$ cat src/rtl/regbank_pkg.sv
// Shared definitions for the register bank and its writeback arbiter.
package regbank_pkg;

  localparam int unsigned NREGS = 32;
  localparam int unsigned RAW   = 5;
  localparam int unsigned DW    = 32;

  typedef struct packed {
    logic           valid;
    logic [RAW-1:0] addr;
    logic [DW-1:0]  data;
  } wb_req_t;

  // One-hot write enable for registers 1..31. Address 0 (hardwired zero)
  // decodes to an all-zero vector because bit 0 is dropped.
  function automatic logic [NREGS-1:1] onehot_dec(input logic [RAW-1:0] addr);
    logic [NREGS-1:0] v_full;
    v_full       = '0;
    v_full[addr] = 1'b1;
    return v_full[NREGS-1:1];
  endfunction

endpackage

$ cat src/rtl/rr_arbiter.sv
// Round-robin arbiter: rotating-priority grant plus the pointer register.
// Grant is combinational and same-cycle; the pointer moves past the winner.
module rr_arbiter #(
  parameter int unsigned N = 3,
  localparam int unsigned PW = (N > 1) ? $clog2(N) : 1
) (
  input  logic          i_clk,
  input  logic          i_rst_n,
  input  logic          i_stall,
  input  logic [N-1:0]  i_req,
  output logic [N-1:0]  o_gnt,
  output logic [PW-1:0] o_gnt_idx,
  output logic          o_accept
);

  logic [PW-1:0] r_ptr;
  logic [PW-1:0] w_ptr_nxt;

  // Search from r_ptr upward with wrap; first valid requester wins.
  always_comb begin : grant_search
    int unsigned   v_idx;
    logic [PW-1:0] v_sel;
    v_idx     = 0;
    v_sel     = '0;
    o_gnt     = '0;
    o_gnt_idx = '0;
    o_accept  = 1'b0;
    if (i_rst_n && !i_stall) begin
      for (int unsigned i = 0; i < N; i++) begin
        v_idx = (32'(r_ptr) + i) % N;
        v_sel = PW'(v_idx);
        if (!o_accept && i_req[v_sel]) begin
          o_accept     = 1'b1;
          o_gnt[v_sel] = 1'b1;
          o_gnt_idx    = v_sel;
        end
      end
    end
  end

  // Next pointer: one past the winner, modulo N; hold when nothing accepted.
  always_comb begin
    w_ptr_nxt = r_ptr;
    if (o_accept) begin
      w_ptr_nxt = (o_gnt_idx == PW'(N - 1)) ? '0 : o_gnt_idx + 1'b1;
    end
  end

  // Pointer register.
  always_ff @(posedge i_clk or negedge i_rst_n) begin
    if (!i_rst_n) begin
      r_ptr <= '0;
    end else begin
      r_ptr <= w_ptr_nxt;
    end
  end

  // At most one grant per cycle.
  a_gnt_onehot0: assert property (@(posedge i_clk) disable iff (!i_rst_n)
    $onehot0(o_gnt));

endmodule

$ cat src/rtl/regbank_wb_arbiter.sv
// Writeback arbiter for the 31-entry register bank: picks one writeback
// source per cycle, registers it, and drives the bank write port plus a
// forwarding tap carrying the same registered write.
module regbank_wb_arbiter
  import regbank_pkg::*;
#(
  parameter int unsigned NREQ = 3,
  parameter int unsigned DW   = 32
) (
  input  logic                      clk,
  input  logic                      reset,
  input  logic                      wb_stall,
  input  logic [NREQ-1:0]           req_valid,
  input  logic [NREQ-1:0][RAW-1:0]  req_addr,
  input  logic [NREQ-1:0][DW-1:0]   req_data,
  output logic [NREQ-1:0]           req_ready,
  output logic [31:1]               addrw,
  output logic [DW-1:0]             wdata,
  output logic                      fwd_valid,
  output logic [RAW-1:0]            fwd_addr,
  output logic [DW-1:0]             fwd_data
);

  localparam int unsigned PW = (NREQ > 1) ? $clog2(NREQ) : 1;

  logic [NREQ-1:0] w_gnt;
  logic [PW-1:0]   w_gnt_idx;
  logic            w_accept;
  logic [RAW-1:0]  w_sel_addr;
  logic [DW-1:0]   w_sel_data;
  logic            w_nonzero;

  logic [31:1]     r_addrw;
  logic [DW-1:0]   r_wdata;
  logic            r_fwd_valid;
  logic [RAW-1:0]  r_fwd_addr;

  rr_arbiter #(
    .N (NREQ)
  ) u_rr (
    .i_clk     (clk),
    .i_rst_n   (reset),
    .i_stall   (wb_stall),
    .i_req     (req_valid),
    .o_gnt     (w_gnt),
    .o_gnt_idx (w_gnt_idx),
    .o_accept  (w_accept)
  );

  // Select the winning request's address and data.
  always_comb begin
    w_sel_addr = req_addr[w_gnt_idx];
    w_sel_data = req_data[w_gnt_idx];
    w_nonzero  = (w_sel_addr != '0);
  end

  // Writeback stage. A write to x0 is consumed but never enables the bank;
  // data and address still load so the tap reflects the last accepted request.
  always_ff @(posedge clk or negedge reset) begin
    if (!reset) begin
      r_addrw     <= '0;
      r_wdata     <= '0;
      r_fwd_valid <= 1'b0;
      r_fwd_addr  <= '0;
    end else if (w_accept) begin
      r_addrw     <= w_nonzero ? onehot_dec(w_sel_addr) : '0;
      r_wdata     <= w_sel_data;
      r_fwd_valid <= w_nonzero;
      r_fwd_addr  <= w_sel_addr;
    end else begin
      r_addrw     <= '0;
      r_fwd_valid <= 1'b0;
    end
  end

  assign req_ready = w_gnt;
  assign addrw     = r_addrw;
  assign wdata     = r_wdata;
  assign fwd_valid = r_fwd_valid;
  assign fwd_addr  = r_fwd_addr;
  assign fwd_data  = r_wdata;

  // Bank write enable is never more than one-hot.
  a_addrw_onehot0: assert property (@(posedge clk) disable iff (!reset)
    $onehot0(r_addrw));

endmodule

$ cat config.mk
export PLATFORM = sky130hd
export DESIGN_NAME = regbank_wb_arbiter
export DESIGN_NICKNAME = d
export VERILOG_FILES = /design/src/rtl/regbank_pkg.sv /design/src/rtl/rr_arbiter.sv /design/src/rtl/regbank_wb_arbiter.sv
export SDC_FILE = /design/constraint.sdc
export NUM_CORES = 1
export LEC_CHECK = 0
export CAP_MARGIN = 0
export CORE_MARGIN = 2
export CORE_UTILIZATION = 41
export CTS_BUF_LIST = sky130_fd_sc_hd__clkbuf_8
export CTS_CLUSTER_SIZE = 8
export DETAILED_ROUTE_END_ITERATION = 10
export PLACE_DENSITY = 0.95
export SLEW_MARGIN = 20
export SYNTH_ARGS = -nofsm -noshare
export SYNTH_HDL_FRONTEND = slang
export SYNTH_SLANG_ARGS = --single-unit
$ cat constraint.sdc
create_clock -name clk -period 8.35 [get_ports clk]
set_clock_uncertainty 0.15 [all_clocks]
set_input_delay 1.67 -clock clk [delete_from_list [all_inputs] [get_ports clk]]
set_output_delay 1.67 -clock clk [all_outputs]
set_load 0.03 [all_outputs]
# After elaboration in Yosys (flattened, before gate mapping)
# Cells that the tools add are included.
[totals] ff_bits=71 latchBits=0 ramBits=0 romBits=0 input_bits=117 output_inout_bits=104 elab_cells=72 memories=0
[op_classes] n_addsub=3 n_mul=0 div=3 magnitude_cmp=9 eq_ne=1 shift=0 muxes=38 bitwise=2 n_reduce_logical=11
[op_table] cell="$bmux 32 s2" count=1
[op_table] cell="$mod 32x2->32 const B" count=2
[op_table] cell="$mux 31" count=2
[op_table] cell="$mod 2x2->32 const B" count=1
[op_table] cell="$mux 32" count=1
[op_table] cell="$mux 3" count=6
[op_table] cell="$mux 1" count=14
[op_table] cell="$lt 2x3->1 const B" count=4
[op_table] cell="$bmux 5 s2" count=1
[op_table] cell="$mux 2" count=5
[op_table] cell="$logic_and 1x1->1" count=7
[op_table] cell="$bmux 1 s2" count=3
[op_table] cell="$demux 1 s2" count=3
[op_table] cell="$ge 2x1->1 const B" count=3
[op_table] cell="$lt 5x6->1 const B" count=1
[op_table] cell="$or 3x3->3" count=2
[op_table] cell="$demux 1 s5" count=1
[op_table] cell="$ge 5x1->1 const B" count=1
[op_table] cell="$mux 5" count=1
[op_table] cell="$reduce_bool 5->1" count=1
[op_table] cell="$add 2x1->3 const B" count=1
[op_table] cell="$add 2x2->3 const B" count=1
[op_table] cell="$logic_not 1->1" count=3
[op_table] cell="$add 2x1->2 const B" count=1
[op_table] cell="$eq 2x2->1 const B" count=1

# Depth between registers and ports, before layout
# Gate-level depths: netlist (run 1).
[logic_depth] word_depth=21 ltp_mapped=11 depth_no_buf=9

# Hierarchy
# A second synthesis (run 1) with hierarchy kept.
[hier_totals] hier_cells=418 hier_area_um2=3839.9
[by_module_without_submodules] mod="regbank_wb_arbiter" instances=1 cells_per_inst=355 area_per_inst_um2=3364.5 seq_area_each_um2=1726.7
[by_module_without_submodules] mod="rr_arbiter" instances=1 cells_per_inst=63 area_per_inst_um2=475.5 seq_area_each_um2=50.0

# Least setup slack after synthesis (run 1)
# Ideal clock, no wire load.
[synth_path] kind="input-to-output" from="input req_valid[0]" to="output req_ready[0]" arrival_ns=3.161 required_time_ns=6.530 setup_slack_ns=3.369 path_stages=4 n_path_buf=0 cell_sequence="mux2_4 -> mux2i_1 -> nand3_1 -> a311oi_1"
[synth_via] elab_chain_cells=12 word_cells_on_any_way=22 cone_classes="16 x mux; 2 x bitwise; 4 x reduce/logical"
[synth_lines] item="start: declaration" line="regbank_wb_arbiter.sv:13" rtl="input logic [NREQ-1:0] req_valid,"
[synth_lines] item="$bmux 1 s2" line="rr_arbiter.sv:32" rtl="if (!o_accept && i_req[v_sel]) begin"
[synth_lines] item="$mux 1 (implied by the code)" line="rr_arbiter.sv:32"
[synth_lines] item="$mux 1" line="rr_arbiter.sv:32"
[synth_lines] item="$mux 1" line="rr_arbiter.sv:28" rtl="if (i_rst_n && !i_stall) begin"
[synth_lines] item="$logic_not 1->1" line="rr_arbiter.sv:32"
[synth_lines] item="$logic_and 1x1->1" line="rr_arbiter.sv:32"
[synth_lines] item="$mux 1" line="rr_arbiter.sv:32"
[synth_lines] item="$mux 1" line="rr_arbiter.sv:28"
[synth_lines] item="$logic_not 1->1" line="rr_arbiter.sv:32"
[synth_lines] item="$logic_and 1x1->1" line="rr_arbiter.sv:32"
[synth_lines] item="$mux 3 *" line="rr_arbiter.sv:32"
[synth_lines] item="$mux 3 *" line="rr_arbiter.sv:28"
[synth_lines] item="end: declaration" line="regbank_wb_arbiter.sv:16" rtl="output logic [NREQ-1:0] req_ready,"
# Mark *: on every way between the ends. The rest lies on a longest branch, timed or not. The select of a mux whose other input is x is not followed.

# Worst setup path in the final report (run 1)
[layout_path] from="input req_valid[1]" to="output req_ready[0]"
# The elaborated chain is that of the path after synthesis.

==> impl_metrics.ini, run 1 <==
[logic_synthesis]
synth_top_area_frac = 0.497
synth_simple_gate_area_frac = 0.168
synth-xor-area-share = 0
yosysWarnings = 0
seq_area_frac_synth = 0.497
synth_edf_count = 0
synth_area_leaders = dfrtp_1, nand2_1, buf_4, a222oi_1, nor2_1
synth_compound_area_frac = 0.207
synth_top_flop_cell = dfrtp_1
mappedNetlistArea_um2 = 3580
synth.most_common_cell = dfrtp_1
yosys_register_bits = 71
synthMuxAreaShare = 0.0217
synth.distinct_cells = 43
synth_fp_nets = 477
synthAdderAreaFrac = 0.0140
synth.largest_area_cell = dfrtp_1
synth_top_family_by_area = compound AO/OA/AOI/OAI gates
async_flop_share = 1.00
synth.top_cells.by_count = dfrtp_1, nand2_1, buf_4
avgSynthCellArea_um2 = 10.0
synthCells = 356

[finish]
stdcell_count = 653
multi_input_area_um2 = 1490
nets = 661
fillers = 652
register_area_um2 = 1780
drive_gt1_frac = 0.0679
num_antenna_cells = 0
area_delta_synth_final_pct = 64.7

[power]
p_sw_frac = 0.460
p_per_area_nw_per_um2 = 372
leakage_nw = 2.46
clock_power_share = 0.142
netSwitchingPower_mw = 1.01
sequentialPowerShare = 0.243
comb_power_share = 0.616
p_int_mw = 1.18
ir_drop_mv = 0.251

[worst_hold_path]
hp-class = reg2reg

[timing]
final_max_slew_viol_count = 0
rsz0062_at_grt = false
period_needed_ns = 5.93
setup_ws_ns = 2.42
worst_hold_slack_ns = 0.347
slew_headroom = 0.421
tns_ns = 0
fin_crit_sh = 0.711
fmax_mhz = 169
setup_violations = 0
hold_violations = 0
worst_pin_slew_ns = 0.869

[global_route]
grt_max_degree = 74
antenna_found_initial = 0
grt_pass1_wl_mm = 17.7
overflow = 0
grt_pass1_vias = 3601
grt_use_total = 0.235

[setup_path]
startpoint = req_valid[1]
crit_type = in2out
crit_arrival_ns = 4.11
required_ns = 6.53
critical_path.max_fanout = 5
path_common_cell = clkdlybuf4s50_1
critical_path.max_stage_delay_ns = 0.74
r2r_slack_ns = 4.45
cp-end-kind = primary output
rr_startpoint = u_rr.r_ptr[1]
crit_end = req_ready[0]
crit_slowest_cell = clkdlybuf4s50_1
crit_chain = clkdlybuf4s50_1, mux2i_1, o21ai_0, nand3_1, a311oi_1, clkdlybuf4s50_1
worstReg2RegEnd = addrw[1]
reg2regPathDepth = 10
start_kind = primary input

[floorplanning]
ios = 221
die_x_um = 97.4
rows = 34
die_y_um = 97.4
core_um2 = 8590
dieArea_um2 = 9490
start_util = 0.416

[cts]
cts_setup_buffers = 0
cts_resized = 0
clockBufferDepth = 2
cts.sinks = 71
cts_tree = built
numCtsBuffers = 9
htreeDepth = 3
path_clk_slew_ns = 0.07
cts_hold_buf = 0
worstSkewPairLatency_ns = 0.34
root_buffer = clkbuf_8

[route]
ant_nets = 0
vias = 3565
route.detailed.drc = 1
vias_per_cell = 5.46
first_iter_violations = 223
wl_mm = 11.4
dr.pass1.iters = 11
route.detailed.wl_per_inst_um = 17.4

[run_status]
outcome = finished, violations left
failed_checks = DRC

[placed_design]
dpl.hpwl_mm = 8.54
pre_cts_ws_ns = 2.41
dp_cells = 636
port-buffer-count = 220
globalplace.congestion = 0.866

[run]
drv_cap = 0
routing by layer:
| layer | global-route usage | vias to the layer above | part of all wire | routed length (um) |
|---|---|---|---|---|
| met5 | 0 | - | 0 | 0 |
| met4 | 0.131 | 0 | 0.035 | 404 |
| met3 | 0.0662 | 29 | 0.086 | 974 |
| met2 | 0.404 | 213 | 0.52 | 5870 |
| met1 | 0.260 | 1688 | 0.36 | 4140 |
| li1 | - | 1635 | - | - |
area by class of cell:
class | instances | share of cell area
repair buffers | 226 | 0.382
flip-flops and latches | 71 | 0.302
multi-input cells | 229 | 0.254
well taps | 108 | 0.0229
clock buffers | 9 | 0.0210
clock inverters | 7 | 0.0174
inverters | 3 | 0.00191
worst min path at each step:
| stage | start | endpoint | slack [ns] | cells after the start |
|---|---|---|---|---|
| 2_1_floorplan | u_rr.r_ptr[1] | u_rr.r_ptr[1] | 0.35 | 1 |
| 3_3_place_gp | fwd_addr[4] | fwd_addr[4] | 0.31 | 2 |
| 3_5_place_dp | fwd_addr[4] | fwd_addr[4] | 0.32 | 2 |
| 4_1_cts | fwd_addr[4] | fwd_addr[4] | 0.34 | 2 |
| 5_1_grt | fwd_addr[4] | fwd_addr[4] | 0.36 | 2 |
| 6_report | fwd_addr[3] | fwd_addr[3] | 0.35 | 2 |
stage by stage:
step	area [um^2]	power [mW]	util
after floorplan	3580	1.42	-
after global placement	5650	1.84	0.658
after detailed placement	5650	1.88	0.658
after CTS	5880	2.20	0.684
after global routing	5890	2.30	0.686
final	5890	2.19	0.686
cell usage in the layout, fill, tap and decap left out, drive strengths merged, types with 3 or more instances in the layout:
master / count
and2: 3
mux2i: 4
nand3b: 3
nor2: 26
or3: 6
o21ai: 18
a222oi: 22
nand2: 65
nand3: 6
nor3: 3
dfrtp: 71
a22oi: 13
nor2b: 11
ha: 4
clkdlybuf4s50: 219
a32o: 3
a22o: 11
a221oi: 3
clkbuf: 9
nand2b: 3
buf: 7
mux2: 3
a221o: 3
a31oi: 3
inv: 6
a21o: 3
critical path, delay by kind of cell:
family	cells	cell delay, ns
buffers and inverters	2	1.30
AO/OA/AOI/OAI	2	0.81
multiplexers	1	0.17
AND/OR/NAND/NOR	1	0.16
power groups by stage:
stage                     combinational (mW)  clock (mW)  sequential (mW)
final                                   1.35       0.310            0.531
after global routing                    1.42       0.333            0.544
after CTS                               1.35       0.318            0.531
after detailed placement                1.34           0            0.536
after global placement                  1.31           0            0.533
after floorplan                        0.712           0            0.712
cells by family (layout without fill, tap and decap cells):
logic type,after synthesis,in the layout
compound gates,88,88
fa+ha+maj,4,4
buf+inv,56,245
flops,71,71
mux,7,7
simple gates,130,130
state kept, by name, indices dropped and copies added (netlist names):
| register | count |
|---|---|
| u_rr.r_ptr | 2 |
| fwd_valid | 1 |
| fwd_data | 32 |
| fwd_addr | 5 |
| addrw | 31 |
Power figures use the tool's default switching activity.
==> run 2, diff against run 1 <==
--- a/config.mk
+++ b/config.mk
@@ -7,11 +7,11 @@
 export LEC_CHECK = 0
 export CAP_MARGIN = 0
 export CORE_MARGIN = 2
-export CORE_UTILIZATION = 41
+export CORE_UTILIZATION = 38
 export CTS_BUF_LIST = sky130_fd_sc_hd__clkbuf_8
 export CTS_CLUSTER_SIZE = 8
 export DETAILED_ROUTE_END_ITERATION = 10
-export PLACE_DENSITY = 0.95
+export PLACE_DENSITY = 0.93
 export SLEW_MARGIN = 20
 export SYNTH_ARGS = -nofsm -noshare
 export SYNTH_HDL_FRONTEND = slang
==> constraint.sdc (replaced) <==
create_clock -name clk -period 6 [get_ports clk]
set_clock_uncertainty 0.15 [all_clocks]
set_input_delay 1.2 -clock clk [delete_from_list [all_inputs] [get_ports clk]]
set_output_delay 1.2 -clock clk [all_outputs]
set_load 0.03 [all_outputs]
==> run 2 against run 1 <==
Net effect: the run now ends clean; wire length rose by 4.4%; critical endpoint unchanged; sequential share of layout area increased by 0.12 points; first-iteration DRC count fell by 22%; setup slack got worse by 1.3 ns; highest routed layer unchanged; critical path depth stayed put; register-to-register slack got worse by 2.2 ns; total power increased by 36%; die area up 7.6%.
==> impl_metrics.ini, run 2 (synthesized netlist as in run 1, its figures left out) <==
[route]
vias = 3620
route.detailed.drc = 0
vias_per_cell = 5.50
ant_nets = 0
dr.pass1.iters = 7
route.detailed.wl_per_inst_um = 18.1
first_iter_violations = 174
wl_mm = 11.9

[run_status]
outcome = finished clean

[setup_path]
critical_path.max_fanout = 6
required_ns = 4.65
cp-end-kind = primary output
start_kind = primary input
crit_arrival_ns = 3.57
crit_type = in2out

[placed_design]
place_area_um2 = 5680
globalplace.congestion = 0.891
port-buffer-count = 220
dpl.hpwl_mm = 9.11

[cts]
clockBufferDepth = 2
path_clk_slew_ns = 0.08
htreeDepth = 3
cts_resized = 0
cts.sinks = 71
cts_tree = built
cts_setup_buffers = 0
root_buffer = clkbuf_8
numCtsBuffers = 9
cts_hold_buf = 0
worstSkewPairLatency_ns = 0.34

[power]
leakage_nw = 2.44
ir_drop_mv = 0.306
total_power_mw = 2.99
p_per_area_nw_per_um2 = 509

[global_route]
grt_pass1_vias = 3639
overflow = 0
antenna_found_initial = 0
grt_max_degree = 48
grt_use_total = 0.231
grt_pass1_wl_mm = 18.3

[timing]
setup_violations = 0
fmax_mhz = 203
fin_crit_sh = 0.819
worst_hold_slack_ns = 0.336
period_needed_ns = 4.92
hold_violations = 0
slew_headroom = 0.505
worst_pin_slew_ns = 0.722
rsz0062_at_grt = false
final_max_slew_viol_count = 0
tns_ns = 0

[finish]
multi_input_area_um2 = 1490
drive_gt1_frac = 0.0713
final_core_util = 0.638
fillers = 740
register_area_um2 = 1780
num_antenna_cells = 0
final_common_cell = clkdlybuf4s50_1
design_area_um2 = 5870
nets = 663
final_cell_mix = clkdlybuf4s50_1, dfrtp_1, nand2_1
largest_reg_flops = 32
area_delta_synth_final_pct = 64.1

[floorplanning]
start_util = 0.389
die_y_um = 101
core_um2 = 9200
ios = 221
die_x_um = 101
dieArea_um2 = 10200
rows = 35

[worst_hold_path]
hp-class = reg2reg

[run]
drv_cap = 0
[run 2: cell count changes in the layout (fill, tap and decap cells not counted), sizes merged]
cell / change
bufinv: -2
clkinvlp: +3
buf: +2
clkinv: -1
[run 2: routing by layer]
metal,global-route usage,share of wire,up-vias
met4,0.0946,0.023,0
met5,0,0,-
met3,0.0652,0.091,20
li1,-,-,1641
met2,0.411,0.52,215
met1,0.260,0.37,1744
[run 2: path summary, 6_finish.rpt]
check                         startpoint      endpoint  slack, ns  cells past startpoint
setup / recovery            req_valid[2]  req_ready[0]       1.08                      6
hold / removal               fwd_addr[3]   fwd_addr[3]       0.34                      2
setup reg to reg           u_rr.r_ptr[1]     addrw[20]       2.26                      9
hold reg to reg              fwd_addr[3]   fwd_addr[3]       0.34                      2
max in group asynchronous          reset   fwd_data[8]       4.18                      2
min in group asynchronous          reset  fwd_data[13]       0.60                      1
[run 2: final cells by class]
class / instances / share of cell area
Multi-Input combinational cell: 229 / 0.255
Tap cell: 111 / 0.0237
Timing Repair Buffer: 228 / 0.385
Inverter: 3 / 0.00192
Clock buffer: 9 / 0.0211
Clock inverter: 7 / 0.0111
Sequential cell: 71 / 0.303
[run 2: stage by stage]
stage          std cells  setup WS (ns)
2_1_floorplan        356           1.96
3_3_place_gp         642           1.21
3_5_place_dp         642           1.14
4_1_cts              658           1.10
5_1_grt              658          0.958
6_report             658           1.08
[run 2: report_power, final]
group | switching (mW) | leakage [nW] | internal [mW]
clock network | 0.203 | 0.0856 | 0.158
logic | 1.10 | 1.44 | 0.785
registers | 0.119 | 0.920 | 0.621
[run 2: critical path, cell delays in order]
cell and delay, ns:
clkdlybuf4s50_1 0.52, mux2_4 0.33, mux2i_1 0.33, nand3_1 0.13, a311oi_1 0.33, clkdlybuf4s50_1 0.73
==> run 3, diff against run 2 <==
--- a/config.mk
+++ b/config.mk
@@ -7,11 +7,11 @@
 export LEC_CHECK = 0
 export CAP_MARGIN = 0
 export CORE_MARGIN = 2
-export CORE_UTILIZATION = 38
+export CORE_UTILIZATION = 35
 export CTS_BUF_LIST = sky130_fd_sc_hd__clkbuf_8
 export CTS_CLUSTER_SIZE = 8
 export DETAILED_ROUTE_END_ITERATION = 10
-export PLACE_DENSITY = 0.93
+export PLACE_DENSITY = 0.91
 export SLEW_MARGIN = 20
 export SYNTH_ARGS = -nofsm -noshare
 export SYNTH_HDL_FRONTEND = slang
==> constraint.sdc (replaced) <==
create_clock -name clk -period 4 [get_ports clk]
set_clock_uncertainty 0.15 [all_clocks]
set_input_delay 0.8 -clock clk [delete_from_list [all_inputs] [get_ports clk]]
set_output_delay 0.8 -clock clk [all_outputs]
set_load 0.03 [all_outputs]
==> run 3 against run 2 <==
Net effect: flip-flop and latch count unchanged; cell area up 1.9%; critical path type unchanged; utilization down 3.2 points.
==> impl_metrics.ini, run 3 (synthesized netlist as in run 1, its figures left out) <==
[timing]
fmax_mhz = 260
worst_hold_slack_ns = 0.148
period_needed_ns = 3.84
slew_headroom = 0.502
tns_ns = 0
hold_violations = 0
setup_violations = 0
final_max_slew_viol_count = 0
worst_pin_slew_ns = 0.747
rsz0062_at_grt = false
setup_ws_ns = 0.157
fin_crit_sh = 0.961

[route]
vias = 3668
dr.pass1.iters = 9
route.detailed.wl_per_inst_um = 18.2
route.detailed.drc = 0
wl_mm = 12.4
vias_per_cell = 5.37
ant_nets = 0
first_iter_violations = 209

[cts]
cts_hold_buf = 0
htreeDepth = 3
cts_setup_buffers = 0
cts_tree = built
root_buffer = clkbuf_8
numCtsBuffers = 9
cts_resized = 0
clockBufferDepth = 2
path_clk_slew_ns = 0.08
worstSkewPairLatency_ns = 0.33
cts.sinks = 71

[floorplanning]
rows = 36
start_util = 0.363
die_y_um = 105
ios = 221
die_x_um = 105
dieArea_um2 = 11000
core_um2 = 9860

[setup_path]
crit_arrival_ns = 2.89
r2r_slack_ns = 0.43
worstReg2RegEnd = addrw[11]
crit_end = req_ready[0]
critical_path.max_fanout = 6
crit_slowest_cell = a311oi_1
startpoint = req_valid[2]
reg2regPathDepth = 9
required_ns = 3.05
crit_buf_inv = 2
crit_cells = 6
critPathTopFamily = multiplexers
rr_startpoint = u_rr.r_ptr[1]
crit_chain = clkdlybuf4s50_1, mux2_4, mux2i_1, nand3_1, a311oi_1, buf_12
crit_type = in2out
start_kind = primary input
cp-end-kind = primary output
critical_path.max_stage_delay_ns = 0.56

[worst_hold_path]
hp-class = in2async

[finish]
drive_gt1_frac = 0.0818
design_area_um2 = 5980
final_cell_mix = clkdlybuf4s50_1, dfrtp_1, nand2_1
nets = 666
final_common_cell = clkdlybuf4s50_1
largest_reg_flops = 32
area_delta_synth_final_pct = 67.2
num_antenna_cells = 0

[placed_design]
pre_cts_ws_ns = -0.0386
globalplace.congestion = 0.937
port-buffer-count = 220
place_area_um2 = 5770
dpl.hpwl_mm = 9.68

[global_route]
grt_max_degree = 62
grt_pass1_wl_mm = 19.7
overflow = 0
grt_pass1_vias = 3757
antenna_found_initial = 0
grt_use_total = 0.226

[power]
p_per_area_nw_per_um2 = 768
leakage_nw = 2.49
ir_drop_mv = 0.494

[run_status]
outcome = finished clean

[run]
drv_cap = 0
-- run 3: cell types whose count changed in the layout (fill, tap and decap cells not counted) --
cell / previous run / this run
clkinvlp_4: 3 / 2
bufinv_16: 0 / 1
clkinv_8: 1 / 0
inv_6: 3 / 2
clkdlybuf4s50_1: 219 / 216
buf_4: 9 / 11
inv_8: 0 / 2
buf_12: 0 / 4
-- run 3: worst reg2reg max path: cells and delay by family, from the launching register on --
kind	cells	cell delay, ns
AND/OR/NAND/NOR	3	1.27
buffers and inverters	2	0.45
AO/OA/AOI/OAI	2	0.54
adder cells (fa/ha/maj)	1	0.31
multiplexers	1	0.35
flip-flops	1	0.42
-- run 3: cell type report --
class                      instances  area, um^2
fill                             769        3880
timing repair buffer             231        2320
sequential                        71        1780
multi-input combinational        229        1490
tap                              133         166
clock buffer                       9         124
clock inverter                     7        85.1
inverter                           3        11.3
-- run 3: worst min-delay path by stage --
stage	startpoint	endpoint	slack [ns]	depth (start not counted)
2_1_floorplan	reset	addrw[10]	0.35	0
3_3_place_gp	fwd_addr[1]	fwd_addr[1]	0.31	2
3_5_place_dp	fwd_addr[2]	fwd_addr[2]	0.33	2
4_1_cts	reset	fwd_data[30]	0.13	1
5_1_grt	reset	fwd_addr[3]	0.13	1
6_report	reset	fwd_addr[3]	0.15	1
-- run 3: layer usage --
layer  global-route usage  vias up  wire length, um
met5                    0        -                0
met4               0.0581        0              222
met3               0.0736       18             1220
met2                0.415      241             6480
met1                0.251     1762             4510
li1                     -     1647                -
-- run 3: stage by stage --
stage               utilization  total power [mW]  instances
floorplan                     -              2.97        356
global placement          0.585              3.93        667
detailed placement        0.585              4.00        667
CTS                       0.606              4.62        683
global route              0.606              4.84        683
finish                    0.606              4.59        683
-- run 3: power breakdown --
group / internal [mW] / switching (mW) / total, mW / leakage [nW]
logic: 1.21 / 1.66 / 2.87 / 1.47
registers: 0.931 / 0.185 / 1.12 / 0.920
clock network: 0.301 / 0.308 / 0.609 / 0.100
total: 2.45 / 2.15 / 4.59 / 2.49
